### config.mk
export PLATFORM = sky130hd
export DESIGN_NAME = count_ctrl
export DESIGN_NICKNAME = d
export VERILOG_FILES = /design/src/rtl/count_ctrl_pkg.sv /design/src/rtl/count_core.sv /design/src/rtl/count_ctrl.sv
export SDC_FILE = /design/constraint.sdc
export NUM_CORES = 1
export LEC_CHECK = 0
export CORE_ASPECT_RATIO = 1.25
export CORE_UTILIZATION = 50
export CTS_BUF_LIST = sky130_fd_sc_hd__clkbuf_2 sky130_fd_sc_hd__clkbuf_4 sky130_fd_sc_hd__clkbuf_8
export DETAILED_ROUTE_END_ITERATION = 8
export HOLD_SLACK_MARGIN = 0.12
export PLACE_DENSITY = 0.83
export SETUP_SLACK_MARGIN = 0.02
export SLEW_MARGIN = 10
export SYNTH_ARGS = -nofsm -noshare
export SYNTH_HDL_FRONTEND = slang
export SYNTH_SLANG_ARGS = --single-unit
export TNS_END_PERCENT = 100
### constraint.sdc
create_clock -name clk -period 4.4 [get_ports clk]
set_clock_uncertainty 0.2 [all_clocks]
set_input_delay 0.44 -clock clk [delete_from_list [all_inputs] [get_ports clk]]
set_output_delay 0.44 -clock clk [all_outputs]
set_load 0.05 [all_outputs]
### src/rtl/count_ctrl_pkg.sv
// Shared definitions for the count_ctrl sequencing controller and its counter core.
package count_ctrl_pkg;

  localparam int DEF_WIDTH = 3;
  localparam int DEF_OVF_W = 8;

  typedef enum logic [1:0] {
    ST_IDLE  = 2'd0,
    ST_RUN   = 2'd1,
    ST_PAUSE = 2'd2
  } state_t;

endpackage : count_ctrl_pkg

### src/rtl/count_core.sv
// Binary counter with synchronous clear, enable and terminal-count compare.
// The count stops at limit; wrapping back to zero is the controller's decision via clr.
module count_core
  import count_ctrl_pkg::*;
#(
  parameter int WIDTH = DEF_WIDTH
) (
  input  logic             clk,
  input  logic             res,
  input  logic             clr,
  input  logic             en,
  input  logic [WIDTH-1:0] limit,
  output logic [WIDTH-1:0] count,
  output logic             tc
);

  logic at_limit;

  assign at_limit = (count == limit);
  assign tc       = en & at_limit;

  // NOTE: sequential state uses non-blocking assignments so every flop samples pre-edge values.
  always_ff @(posedge clk or negedge res) begin
    if (!res) begin
      count <= '0;
    end else if (clr) begin
      count <= '0;
    end else if (en && !at_limit) begin
      count <= count + 1'b1;
    end
  end

endmodule : count_core

### src/rtl/count_ctrl.sv
// Start/stop/pause sequencer around count_core: programmable terminal count,
// one-shot or auto-reload operation, registered done pulse and saturating reload tally.
module count_ctrl
  import count_ctrl_pkg::*;
#(
  parameter int WIDTH = DEF_WIDTH,
  parameter int OVF_W = DEF_OVF_W
) (
  input  logic             clk,
  input  logic             res,
  input  logic             start,
  input  logic             stop,
  input  logic             tick,
  input  logic             mode,
  input  logic [WIDTH-1:0] load_val,
  output logic [WIDTH-1:0] count,
  output logic             busy,
  output logic             done,
  output logic [OVF_W-1:0] ovf_cnt
);

  state_t           state, state_nxt;
  logic [WIDTH-1:0] limit;
  logic             mode_q;
  logic             launch;
  logic             done_set;
  logic             reload;
  logic             core_clr;
  logic             core_en;
  logic             tc;

  // Enable is decoded straight from registered state so tc never feeds back into itself.
  assign core_en = (state == ST_RUN) & tick & ~stop;

  count_core #(.WIDTH(WIDTH)) u_core (
    .clk   (clk),
    .res   (res),
    .clr   (core_clr),
    .en    (core_en),
    .limit (limit),
    .count (count),
    .tc    (tc)
  );

  always_ff @(posedge clk or negedge res) begin
    if (!res) begin
      state <= ST_IDLE;
    end else begin
      state <= state_nxt;
    end
  end

  // NOTE: every output of this block gets a default first, so no path infers a latch.
  always_comb begin
    state_nxt = state;
    launch    = 1'b0;
    done_set  = 1'b0;
    reload    = 1'b0;
    core_clr  = 1'b0;
    case (state)
      ST_IDLE: begin
        if (start && !stop) begin
          launch   = 1'b1;
          core_clr = 1'b1;
          if (load_val == '0 && !mode) begin
            done_set = 1'b1;
          end else begin
            state_nxt = ST_RUN;
          end
        end
      end
      ST_RUN: begin
        if (stop) begin
          state_nxt = ST_PAUSE;
        end else if (tc) begin
          done_set = 1'b1;
          if (mode_q) begin
            reload   = 1'b1;
            core_clr = 1'b1;
          end else begin
            state_nxt = ST_IDLE;
          end
        end
      end
      ST_PAUSE: begin
        if (stop) begin
          state_nxt = ST_IDLE;
          core_clr  = 1'b1;
        end else if (start) begin
          state_nxt = ST_RUN;
        end
      end
      default: state_nxt = ST_IDLE;
    endcase
  end

  // Terminal value and mode are captured only at launch; pause/resume never reloads them.
  always_ff @(posedge clk or negedge res) begin
    if (!res) begin
      limit   <= '0;
      mode_q  <= 1'b0;
      done    <= 1'b0;
      ovf_cnt <= '0;
    end else begin
      done <= done_set;
      if (launch) begin
        limit   <= load_val;
        mode_q  <= mode;
        ovf_cnt <= '0;
      end else if (reload && ovf_cnt != '1) begin
        ovf_cnt <= ovf_cnt + 1'b1;
      end
    end
  end

  assign busy = (state == ST_RUN) || (state == ST_PAUSE);

endmodule : count_ctrl

==> impl_metrics.json <==
{
  "clk_latency_ns": 0.30,
  "status": "finished with violations",
  "yosysTopAreaCellShare_pct": 41.0,
  "cp_max_fo": 4,
  "hold_viol": 0,
  "cts_root_buf": "clkbuf_4",
  "critical_path_class": "reg2out",
  "drive_gt1_share_pct": 7.91,
  "drt_pre_antenna_iters": 8,
  "io_pins": 22,
  "die_w_um": 44.0,
  "max_freq_mhz": 399,
  "layout_commonest_cell": "clkdlybuf4s50_1",
  "grt_pass1_wl_mm": 3.73,
  "wl_mm": 2.28,
  "netlist_area_um2": 1100,
  "synth_top_area_cell": "dfrtp_1",
  "cts_tree": "done",
  "arrival_ns": 1.87,
  "setup_viol": 0,
  "vias": 997,
  "syn_inst": 116,
  "violations": "DRC",
  "port_buffers": 21,
  "setup_tns_ns": 0,
  "switching_share_pct": 43.7,
  "cts_made_buffers": 3,
  "cts_max_path_buffers": 2,
  "power.density_nw_per_um2": 502,
  "wl_per_cell_um": 14.4,
  "ff2ff_path_depth": 6,
  "start_util_pct": 54.3,
  "ys_warn_count": 0,
  "tightest_slew_ns": 0.815,
  "cp-end-kind": "output port",
  "grt_pass1_vias": 893,
  "vdd_drop_max_v": 0.000422,
  "grt_max_degree": 19,
  "antenna_cells": 0,
  "grt_usage_pct": 21.9,
  "syn_to_final_growth_pct": 23.9,
  "drc": 1,
  "critPathRequiredTime_ns": 3.76,
  "die_area_um2": 2390,
  "cap_violations": 0,
  "synthTopCellsByArea": "dfrtp_1 (41%), ha_1 (6.8%), nand2_1 (6.1%), a21oi_1 (4.6%), xnor2_2 (4.4%)",
  "hpwl_mm": 1.74,
  "overflow": 0,
  "rrSetupSlack_ns": 2.12,
  "hold_slack_ns": 0.322,
  "fillers": 163,
  "min_path_cells": 2,
  "period_minus_slack_ns": 2.51,
  "power_frac_clock_pct": 15.0,
  "viasPerCell": 6.27,
  "place_congestion": 0.837,
  "rsz0062_at_grt": "no",
  "drt_iter0_drc": 23,
  "fp-row-count": 18,
  "leakage_nw": 0.581,
  "nNetsFinal": 155,
  "fin_crit_sh_pct": 57.0,
  "maxSlewHeadroom_pct": 45.5,
  "antenna_found_initial": 0,
  "p_int_w": 0.000386,
  "cts.clk_slew.worst_paths_ns": 0.10,
  "cts.sinks": 18,
  "ys_seq_area_share_pct": 41.0,
  "synth_cell_type_count": 39,
  "post_cts_resized": 0,
  "layout_common_cells": "clkdlybuf4s50_1 (21), nand2_1 (18), dfrtp_1 (18), a21oi_1 (10), nand3_1 (7)",
  "cts_max_level": 1,
  "post_cts_buffers": 0,
  "cp-start-kind": "flop",
  "multiInputGateArea_um2": 626,
  "syn_nets": 131,
  "power.share.combinational_pct": 47.6,
  "die_h_um": 54.4,
  "core_area_um2": 2030,
  "hold_class": "reg2reg",
  "syn_avg_cell_area_um2": 9.48,
  "drtAntennaViolNets": 0,
  "ys_ff_latch": 18,
  "cts_hold_buf": 0,
  "seq_area_um2": 450,
  "seqPwrFrac_pct": 37.5,
  "slew_viol_final": 0,
  "p_sw_w": 0.000299
}
[worst max-delay path: stages, from the launching register on]
cell	delay (ns)
dfrtp_1	0.42
inv_1	0.08
ha_1	0.27
clkdlybuf4s50_1	0.80
[flip-flops by register name, summed over array words and instances, names as in the netlist]
signal / flops
done: 1
limit: 3
mode_q: 1
ovf_cnt: 8
state: 2
u_core.count: 3
[power groups by stage]
stage	clock (W)	sequential (W)	combinational (W)
after floorplan	0	0.000287	0.000210
after CTS	0.000107	0.000256	0.000327
after global placement	0	0.000257	0.000316
final	0.000102	0.000257	0.000326
after detailed placement	0	0.000258	0.000326
after global routing	0.000112	0.000265	0.000354
[cell families after synthesis]
| logic type | share of synthesized area, % |
|---|---|
| muxes | 0.910 |
| and+or+nand+nor | 26.7 |
| adders and majority gates | 6.83 |
| DFF | 41.0 |
| xor gates and xnor gates | 6.83 |
| AOI/OAI and AO/OA | 15.6 |
| buffers and inverters | 2.16 |
[layout make-up]
| cell class | instances | share of cell area (%) |
|---|---|---|
| sequential | 18 | 33.1 |
| tap | 20 | 1.84 |
| multi-input combinational | 92 | 45.9 |
| clock buffer | 4 | 2.66 |
| inverter | 4 | 1.10 |
| timing repair buffer | 21 | 15.4 |
[synth_stat cells (all sizes together)]
cell,count
dfrtp,18
nand2,18
a21oi,10
nand3,7
ha,6
nor2,5
or4,5
inv,4
nand4,4
xnor2,4
o21ai,3
or3,3
a31oi,2
o31ai,2
o41ai,2
xor2,2
a21bo,1
a32o,1
a41o,1
and2b,1
and3,1
and3b,1
and4,1
and4b,1
buf,1
clkbuf,1
mux2i,1
nand2b,1
nand3b,1
nor2b,1
nor3b,1
o211ai,1
o22ai,1
o2bb2ai,1
o311ai,1
or2,1
or4b,1
[stage by stage]
stage                     total power, W  util [%]  cells  setup slack [ns]  area [um2]
after floorplan                 0.000497         -    116              2.32        1100
after global placement          0.000574      65.4    155              1.89        1330
after detailed placement        0.000584      65.4    155              1.80        1330
after CTS                       0.000690      67.2    159              1.87        1360
after global routing            0.000731      67.2    159              1.79        1360
final                           0.000685      67.2    159              1.89        1360
[worst paths after layout]
path | endpoint | start
worst min-delay path | mode_q$_DFFE_PN0P_ | mode_q$_DFFE_PN0P_
worst max register to register | ovf_cnt[3]$_DFFE_PN0P_ | state[1]$_DFFE_PN0P_
max in group asynchronous | state[0]$_DFFE_PN0P_ | res
worst max-delay path | busy | state[0]$_DFFE_PN0P_
worst min register to register | mode_q$_DFFE_PN0P_ | mode_q$_DFFE_PN0P_
min in group asynchronous | ovf_cnt[5]$_DFFE_PN0P_ | res
[layer usage]
metal / part of all wire [%] / routed length [um] / track usage, %
met1: 45 / 1020 / 27.3
met2: 49 / 1130 / 35.1
met3: 3.5 / 80 / 3.30
met4: 2.2 / 51 / 14.6
met5: 0 / 0 / 0
(Power assumes the default switching activity.)
